### src/rtl/arb_wrr_burst.sv
// Weighted round-robin arbiter with burst locking: per-requester credits, loaded
// from the weights, bound how many bursts each requester wins per round.
module arb_wrr_burst #(
    parameter int WIDTH = 4,
    parameter int CW    = 4,
    localparam int IW   = $clog2(WIDTH)
) (
    input  logic                clk,
    input  logic                rst_n,
    input  logic [WIDTH-1:0]    v_req,
    input  logic [WIDTH-1:0]    v_last,
    input  logic [WIDTH*CW-1:0] v_weight,
    input  logic                gnt_rdy,
    output logic [WIDTH-1:0]    v_grant,
    output logic                gnt_vld,
    output logic [IW-1:0]       gnt_idx
);

    typedef enum logic [1:0] {
        IDLE,
        RELOAD,
        BUSY
    } state_e;

    state_e           state_q, state_d;
    logic [WIDTH-1:0] grant_q, grant_d;
    logic [IW-1:0]    ptr_q, ptr_d;
    logic [CW-1:0]    credit_q [WIDTH];
    logic [CW-1:0]    credit_d [WIDTH];

    logic [CW-1:0]    weight [WIDTH];
    logic [WIDTH-1:0] active;
    logic [WIDTH-1:0] elig;
    logic             pick_found;
    logic [IW-1:0]    pick_idx;
    logic [IW:0]      cand;
    logic [IW-1:0]    cur_idx;
    logic             xfer;

    // Zero-weight requesters are invisible: never eligible, never cause a reload.
    always_comb begin
        for (int i = 0; i < WIDTH; i++) begin
            weight[i] = v_weight[i*CW +: CW];
            active[i] = v_req[i] & (weight[i] != '0);
            elig[i]   = active[i] & (credit_q[i] != '0);
        end
    end

    // Rotating priority scan starting at ptr_q; one extra bit keeps the wrap exact
    // for any WIDTH, not only powers of two.
    always_comb begin
        pick_found = 1'b0;
        pick_idx   = '0;
        cand       = '0;
        for (int k = 0; k < WIDTH; k++) begin
            cand = {1'b0, ptr_q} + (IW+1)'(k);
            if (cand >= (IW+1)'(WIDTH)) begin
                cand = cand - (IW+1)'(WIDTH);
            end
            if (!pick_found && elig[cand[IW-1:0]]) begin
                pick_found = 1'b1;
                pick_idx   = cand[IW-1:0];
            end
        end
    end

    always_comb begin
        cur_idx = '0;
        for (int i = 0; i < WIDTH; i++) begin
            if (grant_q[i]) begin
                cur_idx = IW'(i);
            end
        end
    end

    assign xfer = v_req[cur_idx] & gnt_rdy;

    always_comb begin
        state_d  = state_q;
        grant_d  = grant_q;
        ptr_d    = ptr_q;
        credit_d = credit_q;
        case (state_q)
            IDLE: begin
                if (pick_found) begin
                    grant_d = WIDTH'(1) << pick_idx;
                    state_d = BUSY;
                end else if (|active) begin
                    state_d = RELOAD;
                end
            end
            RELOAD: begin
                credit_d = weight;
                state_d  = IDLE;
            end
            BUSY: begin
                // The lock only releases on an accepted last beat, even if req drops.
                if (xfer && v_last[cur_idx]) begin
                    if (credit_q[cur_idx] != '0) begin
                        credit_d[cur_idx] = credit_q[cur_idx] - CW'(1);
                    end
                    if (cur_idx == IW'(WIDTH-1)) begin
                        ptr_d = '0;
                    end else begin
                        ptr_d = cur_idx + IW'(1);
                    end
                    grant_d = '0;
                    state_d = IDLE;
                end
            end
            default: begin
                grant_d = '0;
                state_d = IDLE;
            end
        endcase
    end

    always_ff @(posedge clk or negedge rst_n) begin
        if (!rst_n) begin
            state_q <= IDLE;
            grant_q <= '0;
            ptr_q   <= '0;
            for (int i = 0; i < WIDTH; i++) begin
                credit_q[i] <= '0;
            end
        end else begin
            state_q  <= state_d;
            grant_q  <= grant_d;
            ptr_q    <= ptr_d;
            credit_q <= credit_d;
        end
    end

    assign v_grant = grant_q;
    assign gnt_vld = |grant_q;
    assign gnt_idx = cur_idx;

    a_grant_onehot0: assert property (@(posedge clk) disable iff (!rst_n)
        $onehot0(grant_q));
    a_no_grant_outside_busy: assert property (@(posedge clk) disable iff (!rst_n)
        (state_q != BUSY) |-> (grant_q == '0));
    a_grant_in_busy: assert property (@(posedge clk) disable iff (!rst_n)
        (state_q == BUSY) |-> $onehot(grant_q));

endmodule

### config.mk
export PLATFORM = sky130hd
export DESIGN_NAME = arb_wrr_burst
export DESIGN_NICKNAME = d
export VERILOG_FILES = /design/src/rtl/arb_wrr_burst.sv
export SDC_FILE = /design/constraint.sdc
export NUM_CORES = 1
export LEC_CHECK = 0
export ABC_CLOCK_PERIOD_IN_PS = 4000
export BUFFER_PORTS_ARGS = -buffer_cell sky130_fd_sc_hd__buf_4
export CAP_MARGIN = 40
export CORE_MARGIN = 5
export CORE_UTILIZATION = 60
export DETAILED_ROUTE_END_ITERATION = 10
export PLACE_DENSITY = 0.85
export SLEW_MARGIN = 5
export SYNTH_ARGS = -nofsm -noshare
export SYNTH_HDL_FRONTEND = slang
export SYNTH_SLANG_ARGS = --single-unit
### constraint.sdc
create_clock -name clk -period 4 [get_ports clk]
set_clock_uncertainty 0.1 [all_clocks]
set_input_delay 0.8 -clock clk [delete_from_list [all_inputs] [get_ports clk]]
set_output_delay 0.8 -clock clk [all_outputs]
set_load 0.05 [all_outputs]
==> impl_metrics.yaml <==
outcome:
  status: "finished clean"
finish:
  antenna_cells: 0
  final_common_cell: "buf_4"
  fin_util_pct: 72.4
  drive_gt1_share_pct: 19.8
  postLayoutCellArea_um2: 2250
  syn2layout_area_growth_pct: 14.6
  final_cell_mix: "buf_4, dfrtp_1, nand2_1"
  fillers: 269
  nets: 291
synthesis:
  synth_top_area_cell: "dfrtp_1"
  seq_area_frac_synth_pct: 30.7
  syn_area_per_cell_um2: 8.52
  synth_warnings: 0
  syn-num-nets: 262
  synth_edf_count: 0
  syn_inst: 230
  netlist_top_cells_area: "dfrtp_1, a21oi_1, o21a_1, nand2_1, o21ai_0"
  synth_top_area_share_pct: 30.7
  ys_ff_latch: 24
  ys.flop_type: "dfrtp_1"
  synthesis.area_um2: 1960
  async_reset_ff_share_pct: 100
  synth.distinct_cells: 57
detailed_routing:
  final_antenna_net_count: 0
  first_pass_iters: 5
  viasPerCell: 6.73
  vias: 2033
  drt_iter0_drc: 268
  drc: 0
  drt_wl_total_um: 5790
  wire_per_inst_um: 19.2
worst_setup_path:
  critical_path.slowest_cell: "dfrtp_1"
  start_kind: "register"
  critPathMaxStageDelay_ns: 0.61
  cp.required_ns: 3.10
  r2r-start: "v_grant[3]$_DFFE_PN0P_"
  worstSetupEndpointType: "output pin"
  path_max_fanout: 17
  cp_top_family: "simple AND/OR/NAND/NOR gates"
  crit_start: "v_grant[3]$_DFFE_PN0P_"
  critical_path_class: "reg -> out"
  crit_arrival_ns: 2.02
  critPathBufInv: 2
  worstPathCellList: "nor2_2 -> inv_1 -> or3_2 -> buf_4"
clocking:
  hold_buffers: 0
  cts_tree: "built"
  clkTransAtPathRegs_ns: 0.13
  cts_buffers: 3
  clockBufferDepth: 2
  clock_sinks: 24
  cts_setup_buffers: 0
  postCtsResizedCells: 0
  htreeDepth: 1
  cts-root-buf: "clkbuf_4"
  clk_latency_ns: 0.33
sta:
  period_share_pct: 73.1
  fmaxAchievable_ghz: 0.342
  fin_tns_setup_ns: 0
  tightestPinTransition_ns: 0.744
  setup_viol: 0
  hold_viol: 0
  drv_slew: 0
  grt_setup_unrepaired: "no"
  finalCriticalPeriod_ns: 2.92
  slew_headroom_pct: 49.7
power_and_ir_drop:
  p_sw_share_pct: 53.7
  p_int_uw: 824
  p_sw_uw: 955
  p_seq_share_pct: 28.7
  p_clk_share_pct: 7.5
  p_leak_uw: 0.000951
  p_comb_share_pct: 63.8
  p_per_area_nw_per_um2: 792
  vdd_drop_max_mv: 0.463
die:
  die-area_um2: 4510
  die_w_um: 67.1
  die_height_um: 67.1
  ioPinCount: 34
  core-area_um2: 3100
  std_cell_rows: 20
  start_util_pct: 63.1
place:
  dpl.hpwl_um: 4570
  place_congestion: 0.946
  placed_area_um2: 2210
  portBuffers: 33
worst_hold_path:
  worstHoldPathType: "in -> async"
global_routing:
  antenna_found_initial: 0
  grt_max_degree: 25
  overflow: 0
  grt_pass1_vias: 1988
  grt_usage_pct: 28.8
  grt_pass1_wl_um: 9580
run:
  maxCapViolations: 0
-- final timing paths --
path                                            endpoint  slack, ns  cells past startpoint
worst max-delay path                             gnt_vld       1.08                      4
worst min-delay path              v_grant[0]$_DFFE_PN0P_       0.24                      1
worst max register to register   credit_q[6]$_DFFE_PN0P_       1.19                      9
worst min register to register   credit_q[7]$_DFFE_PN0P_       0.45                      1
max in group asynchronous       credit_q[14]$_DFFE_PN0P_       3.32                      1
min in group clk                 credit_q[7]$_DFFE_PN0P_       0.45                      1
-- final cells by class --
type	count	area (um^2)	share of cell area, %
multi-input combinational	184	1250	55.8
sequential	24	601	26.7
timing repair buffer	34	255	11.4
tap	44	55.1	2.45
inverter	12	45.0	2.01
clock buffer	4	36.3	1.62
-- synth_stat cells, types with 2 or more instances --
library cell   n
o21a_1        10
mux2_1         2
nand2_1       19
buf_2          3
inv_1         12
clkbuf_1       4
o22a_1         5
nor2_1        16
dfrtp_1       24
nand3_1        7
nor2b_1        3
o32ai_1        5
nand4b_1       2
ha_1           5
nand2b_1       3
nor4_1         4
o22ai_1        2
o211ai_1       2
buf_6          2
nor3b_1        5
o21ai_1        7
a21boi_1       4
o31ai_1        4
a221oi_1       4
a211oi_2       2
a22oi_1        5
o41ai_1        4
o21ai_0       14
a21oi_1       16
and3_1         2
o2bb2ai_1      4
mux2i_1        4
-- worst reg2reg max path: cells and delay by family (launching register included) --
| kind | cells | cell delay, ns |
|---|---|---|
| and+or+nand+nor | 3 | 0.65 |
| AOI/OAI and AO/OA | 4 | 0.79 |
| DFF | 1 | 0.61 |
| buffers and inverters | 1 | 0.16 |
| adders and majority gates | 1 | 0.40 |
-- flip-flops by register name (all words and copies together), names as in the netlist --
| signal | flops |
|---|---|
| v_grant | 4 |
| ptr_q | 2 |
| credit_q | 16 |
| state_q | 2 |
-- through the flow --
step | setup WS [ns] | power (uW) | instances | hold slack, ns
global route | 0.989 | 1900 | 302 | 0.252
finish | 1.08 | 1780 | 302 | 0.239
floorplan | 1.18 | 1330 | 230 | 0.379
global placement | 1.24 | 1600 | 297 | 0.420
detailed placement | 1.23 | 1610 | 298 | 0.419
CTS | 1.09 | 1750 | 302 | 0.242
-- metal layers --
layer  track usage (%)  vias up  wire length (um)
met5                 0        -                 0
li1                  -      940                 -
met4              14.7        0               159
met1              38.1      936              2310
met2              43.7      142              2600
met3              6.82       15               714
-- power groups by stage --
stage / Combinational (uW) / Sequential (uW) / Clock [uW]
after floorplan: 843 / 486 / 0
after global placement: 1090 / 504 / 0
after detailed placement: 1100 / 506 / 0
after CTS: 1110 / 501 / 139
after global routing: 1230 / 524 / 151
final: 1130 / 511 / 134
-- cell families (layout without fill, tap and decap cells) --
| family | count (synthesis) | after routing | share of synthesized area [%] |
|---|---|---|---|
| compound gates | 97 | 97 | 35.7 |
| xor+xnor | 1 | 1 | 0.830 |
| fa+ha+maj | 5 | 5 | 3.19 |
| buf+inv | 22 | 50 | 5.36 |
| flops | 24 | 24 | 30.7 |
| mux | 7 | 7 | 3.90 |
| simple gates | 74 | 74 | 20.4 |
No activity file was read; power rests on OpenSTA's default activity.
